`config.mk`:
```
export PLATFORM = sky130hd
export DESIGN_NAME = hazard_ctrl
export DESIGN_NICKNAME = d
export VERILOG_FILES = /design/src/rtl/hazard_ctrl.sv
export SDC_FILE = /design/constraint.sdc
export NUM_CORES = 1
export LEC_CHECK = 0
export CORE_ASPECT_RATIO = 0.75
export CORE_MARGIN = 2
export CORE_UTILIZATION = 39
export CTS_BUF_LIST = sky130_fd_sc_hd__clkbuf_4 sky130_fd_sc_hd__clkbuf_8
export CTS_CLUSTER_SIZE = 12
export DETAILED_ROUTE_END_ITERATION = 8
export PLACE_DENSITY = 0.79
export SKIP_CTS_REPAIR_TIMING = 1
export SYNTH_ARGS = -nofsm -noshare
export SYNTH_HDL_FRONTEND = slang
export SYNTH_SLANG_ARGS = --single-unit
```
`constraint.sdc`:
```
create_clock -name clk -period 1.97 [get_ports clk]
set_clock_uncertainty 0.2 [all_clocks]
set_input_delay 0.197 -clock clk [delete_from_list [all_inputs] [get_ports clk]]
set_output_delay 0.197 -clock clk [all_outputs]
set_load 0.005 [all_outputs]
```
`src/rtl/hazard_ctrl.sv`:
```
// Pipeline hazard controller: load-use and jr interlocks, taken-branch flush,
// multi-cycle mult/div stall sequencing, and a saturating stall-cycle counter.
module hazard_ctrl #(
  parameter int unsigned MD_CYCLES = 32
) (
  input  logic        clk,
  input  logic        rst,
  input  logic [31:0] if_id_ins,
  input  logic        id_ex_mem_read,
  input  logic        id_ex_reg_write,
  input  logic [4:0]  id_ex_dst,
  input  logic        jr,
  input  logic        branch_taken,
  input  logic        muldiv_start,
  input  logic        stat_clr,
  output logic        pc_en,
  output logic        if_id_en,
  output logic        if_id_flush,
  output logic        id_ex_bubble,
  output logic        muldiv_busy,
  output logic        muldiv_done,
  output logic [15:0] stall_cycles
);

  typedef enum logic [0:0] {StRun, StMdBusy} state_e;

  state_e      state_q, state_d;
  logic [5:0]  md_cnt_q, md_cnt_d;
  logic        done_q, done_d;
  logic [15:0] stall_q;

  logic [5:0] opcode;
  logic [4:0] rs, rt;
  logic       uses_rt, load_use, jr_haz, hazard;

  assign opcode = if_id_ins[31:26];
  assign rs     = if_id_ins[25:21];
  assign rt     = if_id_ins[20:16];

  // R-type, beq, bne and sw read rt in ID/EX; everything else only reads rs.
  assign uses_rt  = (opcode == 6'h00) || (opcode == 6'h04) ||
                    (opcode == 6'h05) || (opcode == 6'h2B);
  assign load_use = id_ex_mem_read && (id_ex_dst != 5'd0) &&
                    ((id_ex_dst == rs) || (uses_rt && (id_ex_dst == rt)));
  assign jr_haz   = jr && id_ex_reg_write && (id_ex_dst != 5'd0) && (id_ex_dst == rs);
  assign hazard   = load_use || jr_haz;

  always_ff @(posedge clk or posedge rst) begin
    if (rst) begin
      state_q  <= StRun;
      md_cnt_q <= 6'd0;
      done_q   <= 1'b0;
    end else begin
      state_q  <= state_d;
      md_cnt_q <= md_cnt_d;
      done_q   <= done_d;
    end
  end

  always_comb begin
    state_d  = state_q;
    md_cnt_d = md_cnt_q;
    done_d   = 1'b0;
    unique case (state_q)
      StRun: begin
        if (!branch_taken && !hazard && muldiv_start) begin
          state_d  = StMdBusy;
          md_cnt_d = 6'(MD_CYCLES - 2);
        end
      end
      StMdBusy: begin
        if (md_cnt_q == 6'd0) begin
          state_d = StRun;
          done_d  = 1'b1;
        end else begin
          md_cnt_d = md_cnt_q - 6'd1;
        end
      end
      default: state_d = StRun;
    endcase
  end

  always_comb begin
    pc_en        = 1'b1;
    if_id_en     = 1'b1;
    if_id_flush  = 1'b0;
    id_ex_bubble = 1'b0;
    muldiv_busy  = 1'b0;
    unique case (state_q)
      StRun: begin
        if (branch_taken) begin
          if_id_flush  = 1'b1;
          id_ex_bubble = 1'b1;
        end else if (hazard) begin
          pc_en        = 1'b0;
          if_id_en     = 1'b0;
          id_ex_bubble = 1'b1;
        end
      end
      StMdBusy: begin
        pc_en        = 1'b0;
        if_id_en     = 1'b0;
        id_ex_bubble = 1'b1;
        muldiv_busy  = 1'b1;
      end
      default: ;
    endcase
  end

  always_ff @(posedge clk or posedge rst) begin
    if (rst) begin
      stall_q <= 16'd0;
    end else if (stat_clr) begin
      stall_q <= 16'd0;
    end else if (!pc_en && (stall_q != 16'hFFFF)) begin
      stall_q <= stall_q + 16'd1;
    end
  end

  assign muldiv_done  = done_q;
  assign stall_cycles = stall_q;

endmodule

```
==> flow_summary.toml <==
[logic_synthesis]
syn_avg_cell_area_um2 = 9.46
synth_seq_cells = 24
synthTopCellsByArea = "dfrtp_1 39%, xnor2_1 5.7%, nor2_1 5.1%"
synth_edf_count = 0
synthDistinctLibCells = 44
netlist_area_um2 = 1540
ys_seq_area_share_pct = 39.0
dominantRegCellSynth = "dfrtp_1"
synthArstFlopShare_pct = 100
postSynthCellCount = 163
yosysTopAreaCell = "dfrtp_1"
yosys_warnings = 0
synth_top_cells_by_count = "24 x dfrtp_1, 21 x nor2_1, 10 x a21oi_1, 10 x xnor2_1, 9 x nand3_1"
synth_most_common_cell = "dfrtp_1"
synth.top_cell.area_share_pct = 39.0
synth_nets = 210

[outcome]
status = "complete, but fails checks"
failed_checks = "setup timing"

[timing]
fin_ws_ns = -0.0750
tightestPinTransition_ns = 0.426
fmax_ghz = 0.489
period_minus_slack_ns = 2.04
setup_viol = 9
hold_violations = 0
drv_slew = 0
holdWs_ns = 0.0623
slew_headroom_pct = 71.4
rsz0062_at_grt = "yes"
fin_tns_setup_ns = -0.413
fin_crit_sh_pct = 104

[worst_setup_path]
critPathRequiredTime_ns = 1.94
cp_slowest_cell = "dfrtp_1"
path_max_fanout = 4
crit_type = "reg2reg"
cp_data_arrival_time_ns = 2.01
crit_chain = "ha_2 > and3_4 > nand4_1 > nor2_4 > buf_6 > nor4_4 > mux2_4"
max_stage_delay_ns = 0.39
crit_family = "simple AND/OR/NAND/NOR gates"
critPathBufInv = 1
crit_path_end_kind = "register"
start_kind = "register"

[clock_tree]
htree_num_levels = 1
clk_pin_slew_ns = 0.09
root_buffer = "clkbuf_8"
cts_made_buffers = 3
clockBufferDepth = 2
clk_latency_ns = 0.27
cts_sinks = 24
tritoncts = "done"

[global_routing]
grt_pass1_vias = 1489
grt_pass1_wl_mm = 6.56
antenna_found_initial = 0
overflow = 0
grt.total_usage_pct = 18.4
grt_max_degree = 25

[final_layout]
multi_input_area_um2 = 1050
syn2layout_area_growth_pct = 79.0
num_antenna_cells = 0
finalInstanceArea_um2 = 2760
final_cells = 312
drive_gt1_share_pct = 35.4
ff_latch_area_um2 = 601
final_core_util_pct = 73.9
nets = 308
fillCellCount = 257

[placement]
dp.cells = 298
place_ws_ns = -0.767
dpl.hpwl_mm = 3.18
place_congestion = 0.826
io_buffers = 50
placed_area_um2 = 2380

[flow_run]
max-cap-violations = 0

[drt]
routed_wl_mm = 4.78
wl_met3_um = 210
via_per_inst = 5.21
met1_length_mm = 2.06
wl_met2_mm = 2.46
first_pass_iters = 4
ant_nets = 0
top_layer = "met4"
vias = 1627
wire_per_inst_um = 15.3
route.detailed.drc = 0
drt_iter0_markers = 103

[die]
dieArea_um2 = 4480
die_h_um = 58.4
core-area_um2 = 3730
fp.dieW_um = 76.6
ios = 67
initial_core_util_pct = 41.3
rows = 19

[hold_path]
hold_class = "in2async"

[power_and_ir_drop]
power_mw = 1.99
leakage_nw = 1.37
peakVddDrop_v = 0.000451
pwr_density_cell_nw_per_um2 = 721
## flip-flops by register name (all words and copies together) (netlist names)
| signal | cells |
|---|---|
| muldiv_done | 1 |
| state_q | 1 |
| md_cnt_q | 6 |
| stall_cycles | 16 |
## metal layers
metal	GRT usage (%)	vias to the layer above
met5	0	-
met4	4.42	0
met3	3.07	6
met2	33.8	57
met1	23.1	788
li1	-	776
## power breakdown
| group | leakage [nW] | internal (mW) | switching (mW) |
|---|---|---|---|
| combinational | 1.02 | 0.492 | 0.388 |
| clock | 0.0357 | 0.272 | 0.173 |
| sequential | 0.312 | 0.582 | 0.0824 |
| total | 1.37 | 1.35 | 0.644 |
## cell usage in the layout (no fill, tap or decap), drive strengths merged, types with 3 or more instances in the layout
| master | count |
|---|---|
| a211oi | 3 |
| a21oi | 11 |
| a31oi | 4 |
| and3 | 4 |
| buf | 49 |
| clkbuf | 5 |
| clkdlybuf4s50 | 23 |
| dfrtp | 24 |
| dlymetal6s2s | 23 |
| inv | 7 |
| mux2 | 6 |
| mux2i | 4 |
| nand2 | 7 |
| nand2b | 3 |
| nand3 | 10 |
| nand4 | 4 |
| nor2 | 21 |
| nor2b | 7 |
| nor4 | 5 |
| xnor2 | 10 |
| xor2 | 7 |
## worst paths after layout
check | slack (ns) | to | cells after the start | from
max | -0.07 | stall_cycles[10]$_DFFE_PP0P_ | 7 | stall_cycles[1]$_DFFE_PP0P_
min | 0.06 | stall_cycles[0]$_DFFE_PP0P_ | 3 | rst
max reg2reg | -0.07 | stall_cycles[10]$_DFFE_PP0P_ | 7 | stall_cycles[1]$_DFFE_PP0P_
min reg2reg | 0.31 | muldiv_done$_DFF_PP0_ | 1 | md_cnt_q[5]$_DFFE_PP0P_
max in group asynchronous | 1.27 | md_cnt_q[0]$_DFFE_PP0P_ | 3 | rst
min in group clk | 0.31 | muldiv_done$_DFF_PP0_ | 1 | md_cnt_q[5]$_DFFE_PP0P_
## layout make-up
cell class              count  share of cell area, %
clock buffers               3                   1.50
well taps                  52                   2.36
multi-input cells         128                   38.0
clock inverters             1                   1.09
repair buffers             97                   34.3
inverters                   7                  0.952
flip-flops and latches     24                   21.8
## kinds of logic after synthesis
group	after synthesis	share of synthesized area [%]
buffers and inverters	11	2.92
XOR/XNOR	17	9.66
AND/OR/NAND/NOR	70	25.2
adder cells (fa/ha/maj)	2	1.62
multiplexers	10	7.22
AO/OA/AOI/OAI	29	14.4
flip-flops	24	39.0
## worst register-to-register path, stage by stage (launching register included)
cell     delay (ns)
dfrtp_1        0.39
ha_2           0.20
and3_4         0.18
nand4_1        0.20
nor2_4         0.29
buf_6          0.16
nor4_4         0.03
mux2_4         0.30
No activity file was read; power rests on OpenSTA's default activity.
